[src/rtl/dma_copy_pkg.sv]
// Shared definitions for the memory-to-memory copy sequencer:
// FSM state codes, default widths and the DMAC request record.
package dma_copy_pkg;

  localparam int DATA_WIDTH_DEF = 32;
  localparam int ADDR_WIDTH_DEF = 32;
  localparam int SIZE_WIDTH_DEF = 16;

  typedef logic [2:0] state_t;

  localparam state_t ST_IDLE      = 3'd0;
  localparam state_t ST_START     = 3'd1;
  localparam state_t ST_XFER      = 3'd2;
  localparam state_t ST_WAIT_DONE = 3'd3;
  localparam state_t ST_DONE      = 3'd4;

  typedef struct packed {
    logic [ADDR_WIDTH_DEF-1:0] addr;
    logic [SIZE_WIDTH_DEF-1:0] size;
  } dma_req_t;

endpackage

[src/rtl/dma_copy_hold.sv]
// One-entry holding register between the DMAC read FIFO head and the write FIFO.
module dma_copy_hold
  import dma_copy_pkg::*;
#(
  parameter int DATA_WIDTH = DATA_WIDTH_DEF
) (
  input  logic                  clk,
  input  logic                  rst_n,
  input  logic                  push,
  input  logic                  pop,
  input  logic [DATA_WIDTH-1:0] din,
  output logic                  hold_valid,
  output logic [DATA_WIDTH-1:0] hold_data
);

  // A push in the same cycle as a pop refills the entry, so valid stays high.
  always_ff @(posedge clk or negedge rst_n) begin
    if (!rst_n) begin
      hold_valid <= 1'b0;
      hold_data  <= '0;
    end else if (push) begin
      hold_valid <= 1'b1;
      hold_data  <= din;
    end else if (pop) begin
      hold_valid <= 1'b0;
    end
  end

endmodule

[src/rtl/dma_copy_ctrl.sv]
// Copy sequencer: launches equal-size DMAC read/write requests, streams words
// from the read FIFO to the write FIFO through one holding register, and sums them.
module dma_copy_ctrl
  import dma_copy_pkg::*;
#(
  parameter int DATA_WIDTH = DATA_WIDTH_DEF,
  parameter int ADDR_WIDTH = ADDR_WIDTH_DEF,
  parameter int SIZE_WIDTH = SIZE_WIDTH_DEF
) (
  input  logic                  clk,
  input  logic                  rst_n,
  input  logic                  go,
  input  logic [ADDR_WIDTH-1:0] src_addr,
  input  logic [ADDR_WIDTH-1:0] dst_addr,
  input  logic [SIZE_WIDTH-1:0] size,
  output logic                  busy,
  output logic                  done,
  output logic [SIZE_WIDTH-1:0] word_count,
  output logic [DATA_WIDTH-1:0] checksum,
  output logic                  dma_rd_go,
  output logic [SIZE_WIDTH-1:0] dma_rd_size,
  output logic [ADDR_WIDTH-1:0] dma_rd_addr,
  input  logic [DATA_WIDTH-1:0] dma_rd_data,
  input  logic                  dma_empty,
  output logic                  dma_rd_en,
  input  logic                  dma_rd_done,
  output logic                  dma_wr_go,
  output logic [SIZE_WIDTH-1:0] dma_wr_size,
  output logic [ADDR_WIDTH-1:0] dma_wr_addr,
  output logic [DATA_WIDTH-1:0] dma_wr_data,
  input  logic                  dma_full,
  output logic                  dma_wr_en,
  input  logic                  dma_wr_done
);

  state_t                state;
  logic [SIZE_WIDTH-1:0] size_q;
  logic [SIZE_WIDTH-1:0] rd_cnt;
  logic                  rd_done_s;
  logic                  wr_done_s;
  logic                  busy_q;
  logic                  hold_valid;
  logic [DATA_WIDTH-1:0] hold_data;
  logic                  in_xfer;
  logic                  capture;
  logic                  both_done;

  assign in_xfer   = (state == ST_XFER);
  assign capture   = (state == ST_START) || (state == ST_XFER) || (state == ST_WAIT_DONE);
  assign both_done = (rd_done_s || dma_rd_done) && (wr_done_s || dma_wr_done);

  assign dma_wr_en   = in_xfer && hold_valid && !dma_full;
  assign dma_rd_en   = in_xfer && !dma_empty && (rd_cnt < size_q) && (!hold_valid || dma_wr_en);
  assign dma_wr_data = hold_data;
  assign dma_rd_go   = (state == ST_START);
  assign dma_wr_go   = (state == ST_START);
  assign dma_rd_size = size_q;
  assign dma_wr_size = size_q;
  assign done        = (state == ST_DONE);
  assign busy        = busy_q;

  dma_copy_hold #(.DATA_WIDTH(DATA_WIDTH)) u_hold (
    .clk        (clk),
    .rst_n      (rst_n),
    .push       (dma_rd_en),
    .pop        (dma_wr_en),
    .din        (dma_rd_data),
    .hold_valid (hold_valid),
    .hold_data  (hold_data)
  );

  // busy rises on go accept; a zero-length copy keeps it for the DONE cycle only,
  // a normal copy drops it on the edge that enters DONE.
  always_ff @(posedge clk or negedge rst_n) begin
    if (!rst_n) begin
      state       <= ST_IDLE;
      size_q      <= '0;
      rd_cnt      <= '0;
      word_count  <= '0;
      checksum    <= '0;
      rd_done_s   <= 1'b0;
      wr_done_s   <= 1'b0;
      busy_q      <= 1'b0;
      dma_rd_addr <= '0;
      dma_wr_addr <= '0;
    end else begin
      if (dma_rd_en) rd_cnt <= rd_cnt + SIZE_WIDTH'(1);
      if (dma_wr_en) begin
        word_count <= word_count + SIZE_WIDTH'(1);
        checksum   <= checksum + hold_data;
      end
      if (capture) begin
        if (dma_rd_done) rd_done_s <= 1'b1;
        if (dma_wr_done) wr_done_s <= 1'b1;
      end
      case (state)
        ST_IDLE: begin
          if (go) begin
            dma_rd_addr <= src_addr;
            dma_wr_addr <= dst_addr;
            size_q      <= size;
            rd_cnt      <= '0;
            word_count  <= '0;
            checksum    <= '0;
            rd_done_s   <= 1'b0;
            wr_done_s   <= 1'b0;
            busy_q      <= 1'b1;
            state       <= (size == '0) ? ST_DONE : ST_START;
          end
        end
        ST_START: state <= ST_XFER;
        ST_XFER: begin
          if (dma_wr_en && ((word_count + SIZE_WIDTH'(1)) == size_q)) state <= ST_WAIT_DONE;
        end
        ST_WAIT_DONE: begin
          if (both_done) begin
            state  <= ST_DONE;
            busy_q <= 1'b0;
          end
        end
        ST_DONE: begin
          state  <= ST_IDLE;
          busy_q <= 1'b0;
        end
        default: state <= ST_IDLE;
      endcase
    end
  end

endmodule

[config.mk]
export PLATFORM = sky130hd
export DESIGN_NAME = dma_copy_ctrl
export DESIGN_NICKNAME = d
export VERILOG_FILES = /design/src/rtl/dma_copy_pkg.sv /design/src/rtl/dma_copy_hold.sv /design/src/rtl/dma_copy_ctrl.sv
export SDC_FILE = /design/constraint.sdc
export NUM_CORES = 1
export LEC_CHECK = 0
export BUFFER_PORTS_ARGS = -buffer_cell sky130_fd_sc_hd__buf_2
export CORE_UTILIZATION = 50
export CTS_CLUSTER_DIAMETER = 120
export DETAILED_ROUTE_END_ITERATION = 8
export PLACE_DENSITY = 0.87
export SLEW_MARGIN = 20
export SYNTH_ARGS = -nofsm -noshare
export SYNTH_HDL_FRONTEND = slang
export SYNTH_HIERARCHICAL = 1
export SYNTH_SLANG_ARGS = --single-unit
[constraint.sdc]
create_clock -name clk -period 5.4 [get_ports clk]
set_input_delay 0.81 -clock clk [delete_from_list [all_inputs] [get_ports clk]]
set_output_delay 0.81 -clock clk [all_outputs]
set_load 0.02 [all_outputs]
==> results of run 1 <==
power by group:
group          total [mW]  switching (mW)  internal [mW]
clock network        1.24           0.620          0.621
registers            2.36           0.457           1.90
logic                3.85            2.39           1.46
sequential cells by signal, summed over array words and instances, names as in the netlist:
signal / cells
u_hold/hold_data: 32
rd_cnt: 16
u_hold/hold_valid: 1
word_count: 16
dma_rd_size: 16
wr_done_s: 1
rd_done_s: 1
busy: 1
dma_rd_addr: 32
checksum: 32
dma_wr_addr: 32
state: 3
path summary, 6_finish.rpt:
check | slack (ns) | start | endpoint
setup / recovery | 1.81 | dma_rd_size[1]$_DFFE_PN0P_ | dma_rd_en
hold / removal | 0.45 | rst_n | checksum[21]$_DFF_PN0_
setup reg to reg | 2.14 | checksum[16]$_DFF_PN0_ | checksum[30]$_DFF_PN0_
hold reg to reg | 0.47 | dma_rd_addr[12]$_DFFE_PN0P_ | dma_rd_addr[12]$_DFFE_PN0P_
max in group asynchronous | 3.77 | rst_n | dma_wr_addr[15]$_DFFE_PN0P_
min in group clk | 0.47 | dma_rd_addr[12]$_DFFE_PN0P_ | dma_rd_addr[12]$_DFFE_PN0P_
metal layers:
metal	vias to the layer above	part of all wire	GRT usage
li1	4194	-	-
met4	0	0.028	0.102
met5	-	0	0
met1	4158	0.41	0.323
met2	355	0.49	0.440
met3	59	0.065	0.0557
synth_stat cells (3+ instances only):
| cell | instances |
|---|---|
| nand3_1 | 24 |
| buf_6 | 4 |
| inv_1 | 33 |
| a211o_1 | 3 |
| nor3_1 | 14 |
| buf_1 | 3 |
| xnor2_1 | 28 |
| a311oi_1 | 3 |
| and2_1 | 5 |
| and3_1 | 6 |
| o21ai_0 | 54 |
| o211ai_1 | 7 |
| nand2_1 | 295 |
| mux2_4 | 29 |
| xor2_1 | 33 |
| or3_1 | 16 |
| buf_4 | 19 |
| nor3b_1 | 3 |
| nor2_1 | 48 |
| a21o_1 | 19 |
| dfrtp_1 | 183 |
| buf_12 | 3 |
| a211oi_1 | 9 |
| a21oi_1 | 80 |
| nand2b_1 | 4 |
| nor4_1 | 6 |
| clkbuf_1 | 35 |
| a31oi_1 | 11 |
| ha_1 | 48 |
| o21bai_1 | 6 |
| mux2i_1 | 3 |
| mux2_2 | 3 |
| nand4_1 | 9 |
per-stage QoR:
stage	worst slack, ns	power, mW
after floorplan	2.40	5.11
after global placement	2.30	6.04
after detailed placement	2.12	6.19
after CTS	1.80	7.46
after global routing	1.63	7.97
final	1.81	7.45
cell type report:
class	instances	area (sq um)	area share
multi-input combinational	798	4830	0.401
inverter	33	124	0.0103
tap	265	332	0.0276
timing repair buffer	309	1580	0.131
clock inverter	15	154	0.0128
sequential	183	4580	0.381
clock buffer	17	425	0.0354
antenna	2	5.00	0.000416
cell families (layout without fill, tap and decap cells):
logic type	count (synthesis)	in the layout	synth area share
buf+inv	98	374	0.0530
fa+ha+maj	49	49	0.0626
other cells	0	2	0
compound gates	214	214	0.130
simple gates	439	439	0.188
xor+xnor	61	61	0.0539
flops	183	183	0.462
mux	35	35	0.0503
==> results_dict.tcl, run 1 <==
set metrics [dict create \
    run_status "finished clean" \
    groute.usage.overall 0.260 \
    final_min_period_over_clock_period 0.664 \
    tritoncts "built" \
    grt_pass1_vias 8389 \
    cp.depth 10 \
    grt_overflow 0 \
    holdCritPathClass "input pin to async pin" \
    routed_wire_length_per_instance_um 16.3 \
    critical-path-max-stage-delay_ns 0.43 \
    synth-main-ff-cell "dfrtp_1" \
    die_height_um 143 \
    firstDrtPassIters 5 \
    buffer_ports.inserted 300 \
    finalHoldViolations 0 \
    critical_path.top_delay_family "compound AO/OA/AOI/OAI gates" \
    whs_ns 0.451 \
    finalWirelength_um 26400 \
    maxCapViolations 0 \
    setup_total_negative_slack_ns 0 \
    post_route_cells_drive_above_1_share 0.282 \
    drtAntennaViolNets 0 \
    worst_ep_arrival_time_ns 2.78 \
    io-pin-count 301 \
    maxSlewViolCount 0 \
    syn_avg_cell_area_sq_um 9.19 \
    report.final.setup_viol 0 \
    largest_net_degree_at_the_start_of_global_routing 94 \
    setup_fix_bufs_post_cts 0 \
    postSynth.asyncResetShare 1.00 \
    placed_cells_incl_taps 1588 \
    clock_skew_ns 0.0128 \
    synth_cell_types 55 \
    max_slew.worst_pin.slew_ns 0.911 \
    clock-sinks 183 \
    drt_drc_violations_left 0 \
    number_of_cells_produced_by_synthesis 1079 \
    reg2regPathDepth 10 \
    layout.cells.most_common_list "299 x buf_2, 295 x nand2_1, 183 x dfrtp_1, 80 x a21oi_1, 54 x o21ai_0" \
    hpwl_dp_um 19200 \
    final-instance-count-excl-fill 1622 \
    syn_nets 1247 \
    floorplan.rows 51 \
    synthesized_flop_and_latch_total 183 \
    fillerInstances 1589 \
    critPathBufInv 3 \
    cp-end-kind "primary output" \
    initial_core_util 0.510 \
    syn-cell-area_sq_um 9920 \
    syn_to_final_growth_pct 21.2 \
    grt_first_pass_wirelength_um 41200 \
    die_w_um 143 \
    cts_root_buf "clkbuf_16" \
    h-tree-depth 4 \
    numnets_final 1510 \
    synth_area_leaders "dfrtp_1 46%, nand2_1 11%, ha_1 6.1%" \
    p_leak_nw 6.35 \
    worst-path-max-fanout 4 \
    timing.slew.headroom 0.392 \
    worst-setup-path-type "flip-flop to primary output" \
    worst_path_max_delay_cell "dfrtp_1" \
    cell_type_with_the_highest_aggregate_area_in_the_netlist "dfrtp_1" \
    postCtsResizedCells 0 \
    clock_path_buffers 2 \
    p_per_area_nw_per_um2 620 \
    numCtsBuffers 17 \
    max_clock_freq_ghz 0.279 \
    synth_edf_count 0 \
    yosys_warnings 6 \
    routed-via-count 8766 \
    vdd_drop_max_v 0.000293 \
    mostFrequentLayoutCell "buf_2" \
    synth_top_area_share 0.462 \
    synth_sequential_area_ratio 0.462 \
    antenna_found_initial 0 \
    post-route-min-period_ns 3.59 \
    rsz0062_at_grt "no" \
    place_congestion 0.911 \
    drt_first_iter_violations 552 \
    design.die.area_sq_um 20400 \
    cp_cell_sequence "inv_1 -> ha_1 -> a21o_1 -> a21o_1 -> a21oi_1 -> o21ai_0 -> a31oi_1 -> o21ai_0 -> inv_2 -> buf_2" \
    clk-insertion-delay-late_ns 0.44 \
    fp.coreArea_sq_um 19500 \
    clkSlewWorstSetupHoldPaths_ns 0.08 \
    postLayoutCoreUtil 0.618 \
    ctsHoldBuffers 0 \
    timing.critical_path.required_ns 4.59 \
    setup.worst_path.start_class "flip-flop" \
    postLayoutCellArea_sq_um 12000 \
    avgViaCountPerCell 5.40 \
    placedInstanceArea_sq_um 11400 \
]
(Power assumes the default switching activity.)
==> inputs of run 2 (changes only) <==
--- a/config.mk
+++ b/config.mk
@@ -6,10 +6,10 @@
 export NUM_CORES = 1
 export LEC_CHECK = 0
 export BUFFER_PORTS_ARGS = -buffer_cell sky130_fd_sc_hd__buf_2
-export CORE_UTILIZATION = 50
+export CORE_UTILIZATION = 47
 export CTS_CLUSTER_DIAMETER = 120
 export DETAILED_ROUTE_END_ITERATION = 8
-export PLACE_DENSITY = 0.87
+export PLACE_DENSITY = 0.86
 export SLEW_MARGIN = 20
 export SYNTH_ARGS = -nofsm -noshare
 export SYNTH_HDL_FRONTEND = slang
==> constraint.sdc (replaced) <==
create_clock -name clk -period 3.2 [get_ports clk]
set_input_delay 0.48 -clock clk [delete_from_list [all_inputs] [get_ports clk]]
set_output_delay 0.48 -clock clk [all_outputs]
set_load 0.02 [all_outputs]
==> run 2 against run 1 <==
  * Highest routed layer unchanged
  * Die area rose by 6.3%
  * Clock skew rose by 0.0044 ns
  * Total power rose by 72%
  * Sequential share of layout area fell by 0.64 points
==> results_dict.tcl, run 2 (same netlist as run 1, synthesis figures left out) <==
set metrics [dict create \
    place_congestion 0.883 \
    fp.coreArea_sq_um 20500 \
    worst-path-max-fanout 6 \
    finalWirelength_um 26800 \
    holdCritPathClass "input pin to async pin" \
    drt_drc_violations_left 0 \
    grt_overflow 0 \
    worst_path_max_delay_cell "dfrtp_1" \
    run_status "finished clean" \
    p_leak_nw 6.43 \
    groute.usage.overall 0.250 \
    maxSlewViolCount 0 \
    reg2regPathDepth 9 \
    whs_ns 0.0527 \
    numnets_final 1517 \
    routed-via-count 8821 \
    clock-sinks 183 \
    met3RoutedLength_um 1650 \
    timing.slew.headroom 0.454 \
    cp_common_cell "a21o_1" \
    mostFrequentLayoutCell "buf_2" \
    cp-end-kind "primary output" \
    layout.cells.most_common_list "298 x buf_2, 295 x nand2_1, 183 x dfrtp_1, 79 x a21oi_1, 53 x o21ai_0" \
    critical-path-max-stage-delay_ns 0.43 \
    p_per_area_nw_per_um2 1050 \
    initial_core_util 0.484 \
    final_min_period_over_clock_period 0.951 \
    grt_pass1_vias 8764 \
    post-route-min-period_ns 3.04 \
    critical_path.top_delay_family "compound AO/OA/AOI/OAI gates" \
    syn_to_final_growth_pct 23.2 \
    worst-setup-path-type "flip-flop to primary output" \
    hpwl_dp_um 19600 \
    ctsHoldBuffers 0 \
    clock_skew_ns 0.0173 \
    die_height_um 147 \
    critPathBufInv 2 \
    layout_setup_ws_ns 0.156 \
    floorplan.rows 52 \
    sw_frac 0.456 \
    internal-power_mw 6.97 \
    h-tree-depth 4 \
    report.final.setup_viol 0 \
    tritoncts "built" \
    firstDrtPassIters 5 \
    maxCapViolations 0 \
    cts_root_buf "clkbuf_16" \
    m1WireLength_um 11000 \
    comb_power_share 0.518 \
    routed_wire_length_per_instance_um 16.4 \
    power.share.sequential 0.310 \
    clkSlewWorstSetupHoldPaths_ns 0.08 \
    dr.max_layer_used "met4" \
    io-pin-count 301 \
    largest_net_degree_at_the_start_of_global_routing 100 \
    drt_first_iter_violations 505 \
    clock_power_share 0.172 \
    grt_first_pass_wirelength_um 43000 \
    buffer_ports.inserted 300 \
    max_clock_freq_ghz 0.329 \
    numCtsBuffers 17 \
    postLayoutCoreUtil 0.597 \
    total_power_mw 12.8 \
    worst_ep_arrival_time_ns 2.56 \
    met2WireLength_um 13400 \
    vdd_drop_max_v 0.000495 \
    antenna_found_initial 0 \
    max_slew.worst_pin.slew_ns 0.818 \
    final-instance-count-excl-fill 1632 \
    clk-insertion-delay-late_ns 0.43 \
    cp_cell_sequence "ha_1 -> a21o_1 -> a21o_1 -> a221o_1 -> a31oi_4 -> o21ai_2 -> inv_2 -> clkbuf_4" \
    placedInstanceArea_sq_um 11600 \
    setup_total_negative_slack_ns 0 \
    finalHoldViolations 0 \
    placed_cells_incl_taps 1598 \
    cp.depth 8 \
    timing.critical_path.required_ns 2.72 \
    post-place-ws_ns 0.136 \
    setup.worst_path.start_class "flip-flop" \
    die_w_um 147 \
    netSwitchingPower_mw 5.84 \
    avgViaCountPerCell 5.41 \
    postLayoutCellArea_sq_um 12200 \
    clock_path_buffers 2 \
    post_route_cells_drive_above_1_share 0.289 \
    antenna_cells 0 \
    rsz0062_at_grt "no" \
    drtAntennaViolNets 0 \
    design.die.area_sq_um 21700 \
]
-- run 2: timing repair --
item | 4_1_cts | 5_1_grt
buffers inserted | 1 | 1
endpoints found under the hold margin | 0 | 0
resized for setup | 3 | 8
setup endpoints to repair | 1 | 8
pin swaps | 0 | 1
-- run 2: layout make-up --
type,instances,area [sq um]
inverter,33,124
timing repair buffer,316,1710
tap,270,338
clock buffer,18,439
clock inverter,14,178
multi-input combinational,798,4860
sequential,183,4580
fill,1733,8270
-- run 2: worst register-to-register path, delay by kind of cell (launching register included) --
family                     cells  cell delay [ns]
adders and majority gates      1             0.31
and+or+nand+nor                1             0.47
DFF                            1             0.43
AOI/OAI and AO/OA              6             1.53
buffers and inverters          1             0.16
-- run 2: power by group through the flow --
stage | combinational (mW) | clock, mW | sequential, mW
floorplan | 3.76 | 0 | 4.85
global placement | 6.39 | 0 | 3.94
detailed placement | 6.56 | 0 | 3.98
CTS | 6.60 | 2.25 | 3.96
global route | 7.25 | 2.34 | 4.08
finish | 6.63 | 2.21 | 3.97
-- run 2: worst paths after layout --
kind / from / endpoint / slack (ns)
worst max-delay path: rd_cnt[9]$_DFF_PN0_ / dma_rd_en / 0.16
min in group clk: dst_addr[28] / dma_wr_addr[28]$_DFFE_PN0P_ / 0.23
worst min-delay path: rst_n / u_hold/hold_data[24]$_DFFE_PN0P_ / 0.05
max in group asynchronous: rst_n / checksum[1]$_DFF_PN0_ / 2.37
worst min register to register: dma_rd_addr[14]$_DFFE_PN0P_ / dma_rd_addr[14]$_DFFE_PN0P_ / 0.47
worst max register to register: rd_cnt[9]$_DFF_PN0_ / rd_cnt[6]$_DFF_PN0_ / 0.22
-- run 2: layer usage --
metal | GRT usage | vias to the layer above
met3 | 0.0447 | 52
met1 | 0.304 | 4222
met2 | 0.439 | 341
met4 | 0.0990 | 0
li1 | - | 4206
met5 | 0 | -
==> inputs of run 3 (changes only) <==
--- a/config.mk
+++ b/config.mk
@@ -6,12 +6,12 @@
 export NUM_CORES = 1
 export LEC_CHECK = 0
 export BUFFER_PORTS_ARGS = -buffer_cell sky130_fd_sc_hd__buf_2
-export CORE_UTILIZATION = 47
+export CORE_UTILIZATION = 50
 export CTS_CLUSTER_DIAMETER = 120
 export DETAILED_ROUTE_END_ITERATION = 8
-export PLACE_DENSITY = 0.86
+export PLACE_DENSITY = 0.87
+export REMOVE_ABC_BUFFERS = 1
 export SLEW_MARGIN = 20
 export SYNTH_ARGS = -nofsm -noshare
 export SYNTH_HDL_FRONTEND = slang
-export SYNTH_HIERARCHICAL = 1
 export SYNTH_SLANG_ARGS = --single-unit
==> constraint.sdc (replaced) <==
create_clock -name clk -period 3.04 [get_ports clk]
set_input_delay 0.456 -clock clk [delete_from_list [all_inputs] [get_ports clk]]
set_output_delay 0.456 -clock clk [all_outputs]
set_load 0.02 [all_outputs]
==> run 3 against run 2 <==
  * First-iteration DRC count rose by 8.3%
  * Combinational power rose by 13%
  * Setup slack got worse by 0.051 ns
  * Via count rose by 1.7%
  * Clock skew rose by 0.0066 ns
  * Sequential cell count did not move
  * Synthesized cell count rose by 1.1%
  * Clock-buffer cell count fell by 1
  * Register-to-register slack got worse by 0.05 ns
  * Cell count rose by 0.86%
==> results_dict.tcl, run 3 <==
set metrics [dict create \
    run_status "finished clean" \
    synth_area_leaders "dfrtp_1 46%, nand2_1 11%, ha_1 6.1%" \
    layout_setup_ws_ns 0.105 \
    syn_avg_cell_area_sq_um 9.03 \
    post_route_cells_drive_above_1_share 0.300 \
    final_min_period_over_clock_period 0.965 \
    clock_path_buffers 2 \
    timing.slew.headroom 0.537 \
    drt_drc_violations_left 0 \
    list_of_most_frequent_post_synthesis_cells "301 x nand2_1, 183 x dfrtp_1, 70 x a21oi_1" \
    maxSlewViolCount 0 \
    drtAntennaViolNets 0 \
    finalHoldViolations 0 \
    clkSlewWorstSetupHoldPaths_ns 0.08 \
    setup.worst_path.start "dma_rd_size[1]$_DFFE_PN0P_" \
    critical_path.reg2reg.endpoint "checksum[24]$_DFF_PN0_" \
    place_congestion 0.952 \
    crit-reg2reg-launch "checksum[0]$_DFF_PN0_" \
    mostFrequentLayoutCell "nand2_1" \
    buffer_ports.inserted 300 \
    worstSetupEndpoint "dma_rd_en" \
    floorplan.rows 50 \
    synth_top_area_share 0.465 \
    holdCritPathClass "input pin to async pin" \
    worst-r2r-setup-slack_ns 0.17 \
    syn_to_final_growth_pct 25.1 \
    grt_first_pass_wirelength_um 41800 \
    clk-insertion-delay-late_ns 0.44 \
    die_w_um 142 \
    timing.critical_path.required_ns 2.58 \
    h-tree-depth 4 \
    report.final.setup_viol 0 \
    finalWirelength_um 26200 \
    max_clock_freq_ghz 0.341 \
    fp.coreArea_sq_um 19000 \
    numnets_final 1539 \
    clock-sinks 183 \
    design.die.area_sq_um 20300 \
    post-route-min-period_ns 2.94 \
    synth-main-ff-cell "dfrtp_1" \
    final-instance-count-excl-fill 1646 \
    avgViaCountPerCell 5.45 \
    maxCapViolations 0 \
    postSynth.asyncResetShare 1.00 \
    number_of_cells_produced_by_synthesis 1091 \
    antenna_found_initial 2 \
    post-place-ws_ns -0.00742 \
    largest_net_degree_at_the_start_of_global_routing 131 \
    cp-end-kind "primary output" \
    hpwl_dp_um 18800 \
    p_leak_nw 6.34 \
    max_slew.worst_pin.slew_ns 0.688 \
    total_power_mw 14.0 \
    worst-setup-path-type "flip-flop to primary output" \
    yosys_warnings 0 \
    groute.usage.overall 0.261 \
    postLayoutCellArea_sq_um 12300 \
    firstDrtPassIters 5 \
    worst-path-max-fanout 3 \
    io-pin-count 301 \
    layout.cells.most_common_list "300 x nand2_1, 299 x buf_2, 182 x dfrtp_1, 70 x a21oi_1, 50 x o21ai_0" \
    grt_overflow 0 \
    routed-via-count 8967 \
    tritoncts "built" \
    synth_sequential_area_ratio 0.465 \
    vdd_drop_max_v 0.000585 \
    yosysMostFrequentCell "nand2_1" \
    worst_ep_arrival_time_ns 2.48 \
    placedInstanceArea_sq_um 11600 \
    reg2regPathDepth 10 \
    die_height_um 142 \
    synth_edf_count 0 \
    setup.worst_path.start_class "flip-flop" \
    placed_cells_incl_taps 1606 \
    synthesized_flop_and_latch_total 183 \
    initial_core_util 0.518 \
    grt_pass1_vias 8604 \
    synth_cell_types 60 \
    p_per_area_nw_per_um2 1130 \
    routed_wire_length_per_instance_um 15.9 \
    cts_root_buf "clkbuf_16" \
    syn-cell-area_sq_um 9850 \
    clock_skew_ns 0.0238 \
    drt_first_iter_violations 547 \
    cell_type_with_the_highest_aggregate_area_in_the_netlist "dfrtp_1" \
    numCtsBuffers 17 \
]
-- run 3: power breakdown --
group	internal [mW]	switching [mW]	total (mW)
Combinational	2.83	4.69	7.52
Clock	1.20	1.10	2.30
Sequential	3.39	0.761	4.15
Total	7.42	6.55	14.0
-- run 3: cell type report --
type                       instances  area (sq um)
fill                            1536          6700
tap                              260           325
sequential                       183          4580
clock inverter                    15           203
antenna                            2          5.00
timing repair buffer             325          1740
inverter                          34           128
clock buffer                      17           425
multi-input combinational        810          4910
-- run 3: metrics by stage --
step	util	TNS (ns)	hold WS [ns]
after CTS	0.642	0	0.0425
after detailed placement	0.608	-0.00742	0.457
after floorplan	-	-695.51	0.160
after global placement	0.608	0	0.453
after global routing	0.648	-0.0138	0.0723
final	0.648	0	0.0302
-- run 3: worst min path at each step --
stage / endpoint / cells past startpoint / start / slack (ns)
floorplan: busy$_DFFE_PN0P_ / 0 / rst_n / 0.16
global placement: state[2]$_DFFE_PN0P_ / 1 / state[2]$_DFFE_PN0P_ / 0.45
detailed placement: dma_rd_addr[5]$_DFFE_PN0P_ / 2 / dma_rd_addr[5]$_DFFE_PN0P_ / 0.46
CTS: wr_done_s$_DFF_PN0_ / 1 / rst_n / 0.04
global route: word_count[12]$_DFF_PN0_ / 1 / rst_n / 0.07
finish: rd_done_s$_DFF_PN0_ / 1 / rst_n / 0.03
-- run 3: kinds of logic (layout without fill, tap and decap cells) --
kind of cell | count (synthesis) | count (layout) | share of synthesized area
other | 0 | 2 | 0
xor gates and xnor gates | 64 | 64 | 0.0569
and+or+nand+nor | 466 | 466 | 0.207
adders and majority gates | 49 | 49 | 0.0630
DFF | 183 | 183 | 0.465
buffers and inverters | 98 | 391 | 0.0450
muxes | 36 | 36 | 0.0407
AOI/OAI and AO/OA | 195 | 195 | 0.122
-- run 3: metal layers --
layer,global-route usage,part of all wire
met1,0.331,0.42
met2,0.439,0.49
met3,0.0559,0.066
met4,0.0934,0.021
met5,0,0
-- run 3: timing repair --
item	4_1_cts	5_1_grt
cloned	0	0
pin swaps	1	3
hold buffers	0	0
buffers inserted	0	6
gates resized for setup	5	18
endpoints found under the setup margin	3	11
-- run 3: critical path, cell delays in order (launching register included) --
cell and delay [ns]:
dfrtp_1 0.39, inv_1 0.07, ha_1 0.30, nand2_1 0.06
o21ai_1 0.15, a41oi_2 0.20, a2111oi_4 0.39, o211ai_2 0.14
nand2_2 0.13, inv_1 0.05, buf_2 0.15
